## src/rtl/ksa_shuffle.sv

```systemverilog
// rtl/ksa_shuffle.sv - RC4 key-scheduling shuffle, requester 2 of the S-memory arbiter
module ksa_shuffle #(
    parameter int KEY_BYTES = 3,
    parameter int KEY_WIDTH = 24
) (
    input  logic                 clk,
    input  logic                 reset,
    input  logic                 start,
    input  logic [KEY_WIDTH-1:0] secret_key,
    output logic                 done,
    output logic                 request,
    output logic                 wrt,
    output logic [7:0]           address,
    output logic [7:0]           data_out,
    input  logic [7:0]           data_in,
    input  logic                 finished
);
    localparam int KIW = (KEY_BYTES > 1) ? $clog2(KEY_BYTES) : 1;

    typedef enum logic [2:0] {
        IDLE, RD_SI, CALC_J, RD_SJ, WR_SI, WR_SJ, NEXT, DONE
    } state_t;

    state_t         state_q;
    logic [7:0]     i_q, j_q, si_q, sj_q;
    logic [KIW-1:0] kidx_q;
    logic           request_q, wrt_q, done_q;
    logic [7:0]     address_q, data_q;
    logic [7:0]     key_byte;
    logic [7:0]     j_d;

    // Pick key byte (i mod KEY_BYTES); byte 0 lives in the MSBs of secret_key
    always_comb begin
        key_byte = 8'd0;
        for (int k = 0; k < KEY_BYTES; k++) begin
            if (int'(kidx_q) == k) key_byte = secret_key[KEY_WIDTH-1-8*k -: 8];
        end
    end

    assign j_d = j_q + si_q + key_byte;

    // Shuffle FSM: every *_REQ state spends its first cycle with request low
    // (the inter-transaction gap), then holds the request until finished.
    always_ff @(posedge clk) begin
        if (reset) begin
            state_q   <= IDLE;
            i_q       <= 8'd0;
            j_q       <= 8'd0;
            si_q      <= 8'd0;
            sj_q      <= 8'd0;
            kidx_q    <= '0;
            request_q <= 1'b0;
            wrt_q     <= 1'b0;
            address_q <= 8'd0;
            data_q    <= 8'd0;
            done_q    <= 1'b0;
        end else begin
            case (state_q)
                IDLE, DONE: begin
                    if (start) begin
                        i_q     <= 8'd0;
                        j_q     <= 8'd0;
                        kidx_q  <= '0;
                        done_q  <= 1'b0;
                        state_q <= RD_SI;
                    end
                end
                RD_SI: begin
                    if (!request_q) begin
                        request_q <= 1'b1;
                        wrt_q     <= 1'b0;
                        address_q <= i_q;
                    end else if (finished) begin
                        request_q <= 1'b0;
                        si_q      <= data_in;
                        state_q   <= CALC_J;
                    end
                end
                CALC_J: begin
                    j_q     <= j_d;
                    state_q <= RD_SJ;
                end
                RD_SJ: begin
                    if (!request_q) begin
                        request_q <= 1'b1;
                        wrt_q     <= 1'b0;
                        address_q <= j_q;
                    end else if (finished) begin
                        request_q <= 1'b0;
                        sj_q      <= data_in;
                        state_q   <= WR_SI;
                    end
                end
                WR_SI: begin
                    if (!request_q) begin
                        request_q <= 1'b1;
                        wrt_q     <= 1'b1;
                        address_q <= i_q;
                        data_q    <= sj_q;
                    end else if (finished) begin
                        request_q <= 1'b0;
                        state_q   <= WR_SJ;
                    end
                end
                WR_SJ: begin
                    if (!request_q) begin
                        request_q <= 1'b1;
                        wrt_q     <= 1'b1;
                        address_q <= j_q;
                        data_q    <= si_q;
                    end else if (finished) begin
                        request_q <= 1'b0;
                        state_q   <= NEXT;
                    end
                end
                NEXT: begin
                    if (i_q == 8'hFF) begin
                        done_q  <= 1'b1;
                        state_q <= DONE;
                    end else begin
                        i_q     <= i_q + 8'd1;
                        kidx_q  <= (kidx_q == KIW'(KEY_BYTES-1)) ? '0 : kidx_q + 1'b1;
                        state_q <= RD_SI;
                    end
                end
                default: state_q <= IDLE;
            endcase
        end
    end

    assign done     = done_q;
    assign request  = request_q;
    assign wrt      = wrt_q;
    assign address  = address_q;
    assign data_out = data_q;

endmodule

```

## config.mk

```make
export PLATFORM = sky130hd
export DESIGN_NAME = ksa_shuffle
export DESIGN_NICKNAME = d
export VERILOG_FILES = /design/src/rtl/ksa_shuffle.sv
export SDC_FILE = /design/constraint.sdc
export NUM_CORES = 1
export LEC_CHECK = 0
export CAP_MARGIN = 10
export CORE_ASPECT_RATIO = 0.5
export CORE_MARGIN = 2
export CORE_UTILIZATION = 58
export CTS_BUF_LIST = sky130_fd_sc_hd__clkbuf_4
export DETAILED_ROUTE_END_ITERATION = 7
export PLACE_DENSITY = 0.88
export SKIP_CTS_REPAIR_TIMING = 1
export SLEW_MARGIN = 30
export SYNTH_ARGS = -nofsm -noshare
export SYNTH_HDL_FRONTEND = slang
export SYNTH_SLANG_ARGS = --single-unit
```

## constraint.sdc

```tcl
create_clock -name clk -period 5.2 [get_ports clk]
set_clock_uncertainty 0.2 [all_clocks]
set_input_delay 0.52 -clock clk [delete_from_list [all_inputs] [get_ports clk]]
set_output_delay 0.52 -clock clk [all_outputs]
set_load 0.02 [all_outputs]
```

-- Yosys cells after proc, flatten, opt, wreduce, memory -nomap -nowiden
Index checks and enable logic that the tools add are counted.
- logic and storage cells: 101
- register bits after elaboration: 56
- add/sub/neg operators: 4
- eq/ne operators: 28
- muxes and demuxes: 36
- reductions and logical operators: 22
- operators with widths (operator ; number):
    $mux 8 ; 9
    $pmux 8 s2 ; 4
    $ne 2x2->1 const B ; 17
    $mux 3 ; 10
    $pmux 3 s7 ; 1
    $reduce_and 3->1 ; 7
    $add 8x8->8 ; 2
    $eq 3x3->1 const B ; 4
    $reduce_bool 2->1 ; 5
    $reduce_or 2->1 ; 5
    $reduce_and 9->1 ; 1
    $add 8x1->8 const B ; 1
    $eq 8x8->1 const B ; 1
    $eq 2x2->1 const B ; 3
    $eq 3x2->1 const B ; 2
    $mux 1 ; 6
    $mux 2 ; 3
    $pmux 1 s2 ; 2
    $pmux 2 s2 ; 1
    $reduce_or 4->1 ; 1
    $eq 3x1->1 const B ; 1
    $logic_not 3->1 ; 1
    $add 2x1->2 const B ; 1
    $logic_not 2->1 ; 1
    $reduce_and 2->1 ; 1

-- Depth between registers and ports, before layout
- word-level depth: 6
- gate-level depth with buffers: 13
- depth with buffers taken out: 12

-- Worst setup path after synthesis
Ideal clock, no wire load.
- path kind: register to register
- start point: reg kidx_q[0]
- end point: reg j_q[7]
- stages on the path, launching flop included: 13
- arrival: 2.685 ns
- path slack: 2.194 ns
- clock period less this slack: 3.006 ns
- data required time: 4.879 ns
- path through: dfxtp_1 > buf_1 > mux2i_1 > o21ai_0 > fa_1 > ha_1 > inv_1 > fa_1 > nor2b_1 > o21bai_1 > a21oi_1 > or4_1 > nand3_1
- cells in the longest elaborated chain, start to end: 6
- elaborated cells on any way between the ends: 8
- classes of those cells: 1 x add/sub; 2 x eq/ne; 4 x mux; 1 x reduce/logical
- ends and longest elaborated chain (element ; RTL line ; text):
    start, declared ; 26 ; logic [KIW-1:0] kidx_q;
    start signal, assigned ; 122 ; kidx_q <= (kidx_q == KIW'(KEY_BYTES-1)) ? '0 : kidx_q + 1'b1;
    $logic_not 2->1 ; 36 ; if (int'(kidx_q) == k) key_byte = secret_key[KEY_WIDTH-1-8*k -: 8];
    $mux 8 (2 in series) ; 36 ;
    $mux 8 * ; 36 ;
    $add 8x8->8 * ; 40 ; assign j_d = j_q + si_q + key_byte;
    $pmux 8 s2 * ; 58 ; case (state_q)
    end signal, assigned ; 80 ; j_q <= j_d;
    end, declared ; 25 ; logic [7:0] i_q, j_q, si_q, sj_q;
Mark *: on every way between the ends. The rest lies on a longest branch, timed or not.
A chain may end at the register's enable or synchronous reset.

-- Worst setup path in the final report
- start point: reg kidx_q[1]
- end point: reg j_q[7]
The elaborated chain is that of the path after synthesis.

==> flow_summary.toml <==
[clock_tree]
cts_buffer_depth = 2
clkLatencyLatePin_ns = 0.37
htree_levels = 2
cts_tree = "built"
clkTransAtPathRegs_ns = 0.15
cts_made_buffers = 5
root_buffer = "clkbuf_4"
cts_sinks = 56

[floorplanning]
io_pins = 55
start_util_pct = 59.65
rows = 18
die_area_mm2 = 0.005644
die_h_um = 54.13
die_width_um = 104.3
core_region_area_mm2 = 0.004887

[place]
dpl.hpwl_mm = 5.221
gp_congestion = 0.8898
place.port_buffers = 54
pre_cts_slack_ns = 1.863

[routing]
dr.pass1.iters = 5
ant_nets = 0
drt-total-wl_mm = 6.721
routedWlPerCell_um = 14.87
drt_first_iter_violations = 86
routed-via-count = 2584
remaining_drc_errors = 0
viasPerCell = 5.717

[power]
irDropWorstVdd_mv = 0.1391
cellLeakagePower_uw = 0.001230
totalPowerFinal_uw = 755.1
powerDensity_mw_per_mm2 = 213.2

[worst_setup_path]
start_kind = "flop"
worstPathCellList = "nor2b_1 > nand2_1 > o21ai_0 > fa_1 > ha_1 > o21ai_0 > o21bai_1 > a21oi_1 > or4_1 > nand3_1"
cp.depth = 10
cpPeakStageDelay_ns = 0.56
cp.required_ns = 5.33
criticalPathCategory = "flop to flop"
rr_worst_depth = 10
crit_family = "simple AND/OR/NAND/NOR gates"
crit_buf_inv = 0
crit_path_frequent_cell = "o21ai_0"
timing.rr.start = "kidx_q[1]"
cp-startpoint = "kidx_q[1]"
cp_max_fo = 12
cp-endpoint = "j_q[7]"
cp-end-kind = "flop"
rrSetupSlack_ns = 1.83
cp_slowest_cell = "dfxtp_1"
r2r_end = "j_q[7]"
worstPathArrival_ns = 3.50

[global_routing]
first_global_vias = 2409
antenna_found_initial = 0
overflow = 0
grt_pass1_wl_mm = 11.06
grt_max_degree = 33
grtUsageTotal_pct = 25.15

[layout]
most-common-layout-cells = "dfxtp_1 (56), nor2_1 (55), clkdlybuf4s50_1 (53)"
area_growth_pct = 21.46
n_antenna_cell = 0
drive_above_1_share_pct = 4.712
final_common_cell = "dfxtp_1"
nNetsFinal = 432
fin_util_pct = 72.45
fill_cells = 369

[synthesis]
synth_area_per_cell_um2 = 8.676
yosysSeqAreaShare_pct = 38.45
synth.top_cell.area_share_pct = 38.45
yosysTopAreaCell = "dfxtp_1"
synth_seq_cells = 56
synth_cell_types = 44
netlist_area_mm2 = 0.002915
synthCells = 336
ys_warn_count = 0
netlist_top_cells_area = "dfxtp_1 (38%), mux2i_1 (11%), nor2_1 (7.2%), fa_1 (5.5%), nand2_1 (3.6%)"
synthesis.nets = 387

[timing]
setup_viol = 0
tightestPinTransition_ns = 0.8435
final_max_slew_viol_count = 0
finalSetupTns_ns = 0
fin_crit_sh_pct = 64.86
period_needed_ns = 3.372
timing.final.ws_setup_ns = 1.828
rsz0062_at_grt = "false"
hold_violations = 0
slew_headroom_pct = 43.26
max_freq_mhz = 296.5

[run]
maxCapViolations = 0

[worst_hold_path]
min_path_type = "flop to flop"
min_from = "done"

[status]
status = "finished clean"
[power by group]
| part | switching [uW] | internal, uW | leakage (uW) |
|---|---|---|---|
| Combinational | 56.2 | 58.4 | 0.000747 |
| Clock | 132 | 57.1 | 0.0000293 |
| Sequential | 12.2 | 439 | 0.000453 |
[flip-flops by register name (all words and copies together), names as in the netlist]
register and flops:
si_q 8, state_q 3, request 1, wrt 1, i_q 8, address 8
j_q 8, done 1, data_out 8, kidx_q 2, sj_q 8
[worst min path at each step]
stage                             end  slack [ns]  cells past startpoint
after floorplan           data_out[0]        0.26                      2
after global placement           done        0.25                      2
after detailed placement         done        0.27                      2
after CTS                        done        0.29                      2
after global routing             done        0.30                      2
final                            done        0.28                      2
[final cells by class]
type	instances	area (um2)	area share, %
Timing Repair Buffer	55	543.0	15.34
Inverter	9	33.78	0.9541
Clock inverter	2	11.26	0.3180
Multi-Input combinational cell	254	1699	47.99
Tap cell	70	87.58	2.473
Clock buffer	6	45.04	1.272
Sequential cell	56	1121	31.66
[routing by layer]
layer / wire (um) / global-route usage [%] / part of all wire (%) / up-vias
met1: 2933 / 31.11 / 44 / 1217
met4: 69 / 6.757 / 1.0 / 0
li1: - / - / - / 1284
met5: 0 / 0 / 0 / -
met3: 505 / 5.932 / 7.5 / 9
met2: 3212 / 45.64 / 48 / 74
[cells in the mapped netlist]
library cell	count
nor2_2	1
nand3_1	16
a22oi_1	6
and4_1	1
inv_1	9
fa_1	8
o2bb2ai_1	1
buf_1	3
nor3_1	6
a311oi_1	8
a21oi_1	18
nor3_2	1
o21ai_2	1
o21a_1	1
and4_4	1
o32a_4	1
or2_2	1
ha_1	7
nand2_1	28
a32o_1	1
nand3b_1	1
or4_1	3
nor2b_1	7
and4b_4	1
o22ai_1	1
o21bai_1	1
o21ai_0	16
a21o_1	1
a31oi_1	1
o31ai_1	2
nand4_1	2
xnor2_1	3
xor2_1	1
and3_1	1
nand2b_1	2
o31a_1	1
a21boi_0	1
clkbuf_1	12
or3_1	4
dfxtp_1	56
buf_2	2
a211oi_1	9
mux2i_1	33
nor2_1	56
[worst register-to-register path, stage by stage, from the launching register on]
cell and delay (ns):
dfxtp_1 0.56, nor2b_1 0.53, nand2_1 0.11, o21ai_0 0.12, fa_1 0.45, ha_1 0.35, o21ai_0 0.23, o21bai_1 0.17
a21oi_1 0.11, or4_1 0.41, nand3_1 0.09
[kinds of logic after synthesis]
| logic type | after synthesis | share of synthesized area (%) |
|---|---|---|
| compound gates | 70 | 16.10 |
| buf+inv | 26 | 3.433 |
| fa+ha+maj | 15 | 8.498 |
| flops | 56 | 38.46 |
| xor+xnor | 4 | 1.202 |
| mux | 33 | 11.33 |
| simple gates | 132 | 20.99 |
[metrics by stage]
stage	cell area, um2	hold WS [ns]	std cells
finish	3541	0.2813	452
floorplan	2915	0.2579	336
detailed placement	3480	0.2692	444
CTS	3536	0.2890	452
global route	3541	0.3045	452
global placement	3485	0.2541	444
Note: power is estimated with default switching activity, not from simulation.
